<file path="src/rtl/frame_signature.sv">
// Per-frame CRC-16, pixel and line counts over the final video stream.
// Latched at each frame strobe, with timing-mismatch flags and a serial readout.
module frame_signature #(
    parameter logic [15:0] POLY       = 16'h1021,
    parameter logic [15:0] SEED       = 16'hFFFF,
    parameter int unsigned EXP_PIXELS = 480000,
    parameter int unsigned EXP_LINES  = 600
) (
    input  logic        clk,
    input  logic        reset_n,
    input  logic [5:0]  rrggbb,
    input  logic        de,
    input  logic        next_frame,
    input  logic        freeze,
    input  logic        err_clear,
    input  logic        sig_load,
    input  logic        sig_shift,
    output logic [15:0] signature,
    output logic [19:0] pixel_count,
    output logic [9:0]  line_count,
    output logic        signature_valid,
    output logic        frame_error,
    output logic        error_sticky,
    output logic        sig_dout
);

    typedef enum logic {SYNC, RUN} state_t;

    state_t      state_q, state_d;
    logic        acc_clr, acc_en;
    logic [15:0] crc_q, crc_nxt;
    logic [19:0] pix_q, pix_nxt;
    logic [9:0]  line_q, line_nxt;
    logic        de_q;
    logic        latch_en, err_now;
    logic [15:0] rd_q;

    // Six MSB-first shift steps folded into one clock.
    function automatic logic [15:0] crc_step(
        input logic [15:0] c,
        input logic [5:0]  d
    );
        logic [15:0] r;
        logic        fb;
        r = c;
        for (int i = 5; i >= 0; i--) begin
            fb = r[15] ^ d[i];
            r  = {r[14:0], 1'b0} ^ (fb ? POLY : 16'h0000);
        end
        return r;
    endfunction

    always_comb begin
        crc_nxt  = de ? crc_step(crc_q, rrggbb) : crc_q;
        pix_nxt  = (de && pix_q != 20'hFFFFF) ? pix_q + 20'd1 : pix_q;
        line_nxt = (de && !de_q && line_q != 10'h3FF)
                   ? line_q + 10'd1 : line_q;
        err_now  = (pix_nxt != 20'(EXP_PIXELS)) ||
                   (line_nxt != 10'(EXP_LINES));
    end

    always_comb begin
        state_d  = state_q;
        acc_clr  = 1'b0;
        acc_en   = 1'b0;
        latch_en = 1'b0;
        unique case (state_q)
            SYNC: begin
                if (next_frame) begin
                    acc_clr = 1'b1;
                    state_d = RUN;
                end
            end
            RUN: begin
                acc_en = 1'b1;
                if (next_frame) begin
                    acc_clr  = 1'b1;
                    latch_en = !freeze;
                end
            end
            default: state_d = SYNC;
        endcase
    end

    always_ff @(posedge clk or negedge reset_n) begin
        if (!reset_n) begin
            state_q <= SYNC;
        end else begin
            state_q <= state_d;
        end
    end

    // de_q tracks the raw qualifier so a frame can open mid-line.
    always_ff @(posedge clk or negedge reset_n) begin
        if (!reset_n) begin
            crc_q  <= SEED;
            pix_q  <= '0;
            line_q <= '0;
            de_q   <= 1'b0;
        end else begin
            de_q <= de;
            if (acc_clr) begin
                crc_q  <= SEED;
                pix_q  <= '0;
                line_q <= '0;
            end else if (acc_en) begin
                crc_q  <= crc_nxt;
                pix_q  <= pix_nxt;
                line_q <= line_nxt;
            end
        end
    end

    always_ff @(posedge clk or negedge reset_n) begin
        if (!reset_n) begin
            signature       <= SEED;
            pixel_count     <= '0;
            line_count      <= '0;
            signature_valid <= 1'b0;
            frame_error     <= 1'b0;
        end else if (latch_en) begin
            signature       <= crc_nxt;
            pixel_count     <= pix_nxt;
            line_count      <= line_nxt;
            signature_valid <= 1'b1;
            frame_error     <= err_now;
        end
    end

    always_ff @(posedge clk or negedge reset_n) begin
        if (!reset_n) begin
            error_sticky <= 1'b0;
        end else if (latch_en && err_now) begin
            error_sticky <= 1'b1;
        end else if (err_clear) begin
            error_sticky <= 1'b0;
        end
    end

    always_ff @(posedge clk or negedge reset_n) begin
        if (!reset_n) begin
            rd_q     <= '0;
            sig_dout <= 1'b0;
        end else begin
            sig_dout <= rd_q[15];
            if (sig_load) begin
                rd_q <= signature;
            end else if (sig_shift) begin
                rd_q <= {rd_q[14:0], 1'b0};
            end
        end
    end

endmodule

</file>
<file path="config.mk">
export PLATFORM = sky130hd
export DESIGN_NAME = frame_signature
export DESIGN_NICKNAME = d
export VERILOG_FILES = /design/src/rtl/frame_signature.sv
export SDC_FILE = /design/constraint.sdc
export NUM_CORES = 1
export LEC_CHECK = 0
export CAP_MARGIN = 20
export CORE_ASPECT_RATIO = 0.7
export CORE_MARGIN = 4
export CORE_UTILIZATION = 51
export DETAILED_ROUTE_END_ITERATION = 10
export PLACE_DENSITY = 0.76
export SYNTH_ARGS = -nofsm -noshare
export SYNTH_HDL_FRONTEND = slang
export SYNTH_SLANG_ARGS = --single-unit
</file>
<file path="constraint.sdc">
create_clock -name clk -period 2.6 [get_ports clk]
set_input_delay 0.52 -clock clk [delete_from_list [all_inputs] [get_ports clk]]
set_output_delay 0.52 -clock clk [all_outputs]
set_load 0.03 [all_outputs]
</file>
==> flow_summary.toml <==
[critical_path]
cp_slowest_cell = "or4_4"
startpoint_type = "flip-flop"
cp_data_arrival_time_ns = 2.73
cp_max_fo = 3
cp_num_buf_inv = 0
critPathMostFrequentCell = "or4_4"
regToRegSetupSlack_ns = 0.14
slowest_delay_ns = 0.60
rr_endpoint = "error_sticky"
path_depth = 7
end_kind = "flip-flop"
startpoint = "pix_q[5]"
cp.required_ns = 2.87
r2r_cells = 7
path_class = "reg2reg"
reg2reg_from = "pix_q[5]"
crit_end = "error_sticky"
critPathTopFamily = "simple AND/OR/NAND/NOR gates"
worstPathCellList = "nand4_2, or4_4, or4_4, a22oi_2, nand4_1, nor4_4, o22ai_1"

[global_routing]
antenna_found_initial = 0
grt_pass1_vias = 4957
grt_max_degree = 48
met3_usage_pct = 5.26
gr-usage-met2_pct = 35.0
met1_usage_pct = 37.7
grt_pass1_wl_microns = 26100
grt_overflow = 0
grtUsageTotal_pct = 24.4
grt.busiest_layer = "met1"

[yosys]
postSynthAreaPerCell_sq_um = 9.54
async_reset_ff_share_pct = 100
yosys.area_share.simple_pct = 18.0
ys_types = 62
ys_seq_area_share_pct = 48.3
synth_ff_type = "dfrtp_1"
synth_top_area_share_pct = 34.3
ys_ff_latch = 114
synth_edf_count = 0
synth_top_area_cell = "dfrtp_1"
ys_warn_count = 0
synth_area_leaders = "dfrtp_1 34%, dfstp_2 14%, nand2_1 5.6%, xor2_1 5.1%, mux2i_1 5.0%"
syn_area_sq_mm = 0.00599
synth_xor_area_share_pct = 9.21
netlist_instances = 628
synth_fa_ha_area_share_pct = 0.418
syn-num-nets = 644
synth_compound_area_share_pct = 12.5
muxShareOfSynthArea_pct = 7.27
synth_top_family_by_area = "simple AND/OR/NAND/NOR gates"

[pwr]
irDropWorstVdd_uv = 453
power.total_mw = 5.57
power.density_mw_per_mm2 = 707
power.leakage_nw = 3.47

[finish]
antenna_cells = 0
syn2layout_area_growth_pct = 31.6
drive_gt1_share_pct = 22.3
fin_cells = 910
n_fill_cell = 866
fin_nets = 760

[routing]
drc = 0
drtIter0Drc = 364
vias_per_cell = 5.52
wl_microns = 15500
num_vias = 5020
antenna_left = 0
wl_per_cell_microns = 17.1
drt_first_pass_iters = 5

[cts]
cts_resized = 0
cts.clk_slew.worst_paths_ns = 0.05
cts-root-buf = "clkbuf_16"
cts.sinks = 114
cts_tree = "yes"
cts_buffers = 17
hold_buffers = 0
insertion_delay_ns = 0.41
cts_buffer_depth = 2
post_cts_buffers = 0
htree_num_levels = 4

[floorplan]
die_w_microns = 138
die-area_sq_mm = 0.0136
row_count = 32
chipHeight_microns = 98.7
core-area_sq_mm = 0.0113
initial_utilization_pct = 53.2
ios = 64

[place]
hpwl_microns = 11300
io_buffer_count = 63
gp_congestion = 0.977
dp.cells = 878
post-place-ws_ns = -0.327

[sta]
slew_headroom_pct = 62.9
finalCriticalPeriod_ns = 2.46
setup_viol = 0
setup_ws_ns = 0.143
tightestPinTransition_ns = 0.553
fmax_ghz = 0.407
rsz0062_at_grt = "no"
report.final.slew_viol_count = 0
fin_crit_sh_pct = 94.5
final-hold-violation-count = 0
finClkSkew_ns = 0.00974

[flow_run]
drv_cap = 0

[hold_path]
worstHoldPathType = "in2async"

[outcome]
outcome = "finished, final reports clean"
placed cells by master, fill, tap and decap left out, drive strengths merged, types with 4 or more instances in the layout:
cell type / n
mux2: 12
and4: 4
bufinv: 4
a21oi: 13
dfrtp: 82
xor2: 35
dfstp: 32
inv: 18
nor2: 58
clkdlybuf4s50: 61
o21ai: 59
nand4: 16
or4: 5
nor2b: 4
or2: 4
xnor2: 28
buf: 80
a211o: 16
mux2i: 30
nand3: 13
clkbuf: 23
and3: 7
nand2: 89
clkinv: 4
nor4: 6
nor3: 8
state kept, by name, indices dropped and copies added, names as in the netlist:
signal	cells
state_q	1
rd_q	16
frame_error	1
pixel_count	20
crc_q	16
sig_dout	1
line_q	10
signature_valid	1
pix_q	20
error_sticky	1
line_count	10
signature	16
de_q	1
worst min-delay path by stage:
stage                   from        to  slack (ns)  cells after the start
CTS                  reset_n   state_q        0.11                      1
floorplan            reset_n      de_q        0.22                      0
global route         reset_n   state_q        0.14                      1
finish               reset_n   state_q         0.1                      1
detailed placement  rd_q[15]  sig_dout        0.37                      0
global placement    rd_q[15]  sig_dout        0.36                      0
routing by layer:
metal	wire (microns)	share of wire (%)	vias to the layer above
met5	0	0	-
met4	99	0.64	0
met3	908	5.8	16
met2	6860	44	155
met1	7660	49	2436
li1	-	-	2413
worst reg2reg max path, stage by stage, from the launching register on:
cell     delay (ns)
dfrtp_1        0.36
nand4_2        0.14
or4_4          0.60
or4_4          0.54
a22oi_2        0.21
nand4_1        0.16
nor4_4         0.21
o22ai_1        0.10
Yosys cell counts (all sizes together) (4+ instances only):
cell type / instances
and3: 7
and4: 4
xnor2: 28
buf: 13
dfrtp: 82
nor4: 6
nor3: 8
nand2: 89
nor2b: 4
dfstp: 32
or4: 5
o21ai: 59
nor2: 58
mux2: 12
xor2: 35
a211o: 16
nand3: 13
or2: 4
mux2i: 30
clkbuf: 32
nand4: 16
a21oi: 13
inv: 18
metrics by stage:
step / util (%) / setup TNS, ns / hold slack, ns / area [sq um]
CTS: 69.7 / 0 / 0.110 / 7850
floorplan: - / 0 / 0.224 / 5990
global placement: 64.2 / -0.967 / 0.364 / 7220
finish: 70.0 / 0 / 0.0967 / 7880
global route: 70.0 / 0 / 0.143 / 7880
detailed placement: 64.2 / -1.18 / 0.371 / 7220
area by class of cell:
| class | count | area, sq um | area share [%] |
|---|---|---|---|
| sequential | 114 | 2890 | 36.7 |
| multi-input combinational | 451 | 2870 | 36.4 |
| timing repair buffer | 142 | 1240 | 15.7 |
| clock buffer | 23 | 468 | 5.94 |
| tap | 153 | 191 | 2.43 |
| clock inverter | 9 | 154 | 1.95 |
| inverter | 18 | 67.6 | 0.858 |
logic make-up (layout without fill, tap and decap cells):
logic type	after synthesis	in the layout
buffers and inverters	63	192
and+or+nand+nor	227	227
adders and majority gates	2	2
xor gates and xnor gates	63	63
DFF	114	114
AOI/OAI and AO/OA	117	117
muxes	42	42
power by group:
| part | leakage, nW | switching, mW | internal (mW) |
|---|---|---|---|
| sequential | 1.43 | 0.151 | 2.03 |
| clock | 0.299 | 0.804 | 1.65 |
| combinational | 1.74 | 0.534 | 0.397 |
No activity file was read; power rests on OpenSTA's default activity.
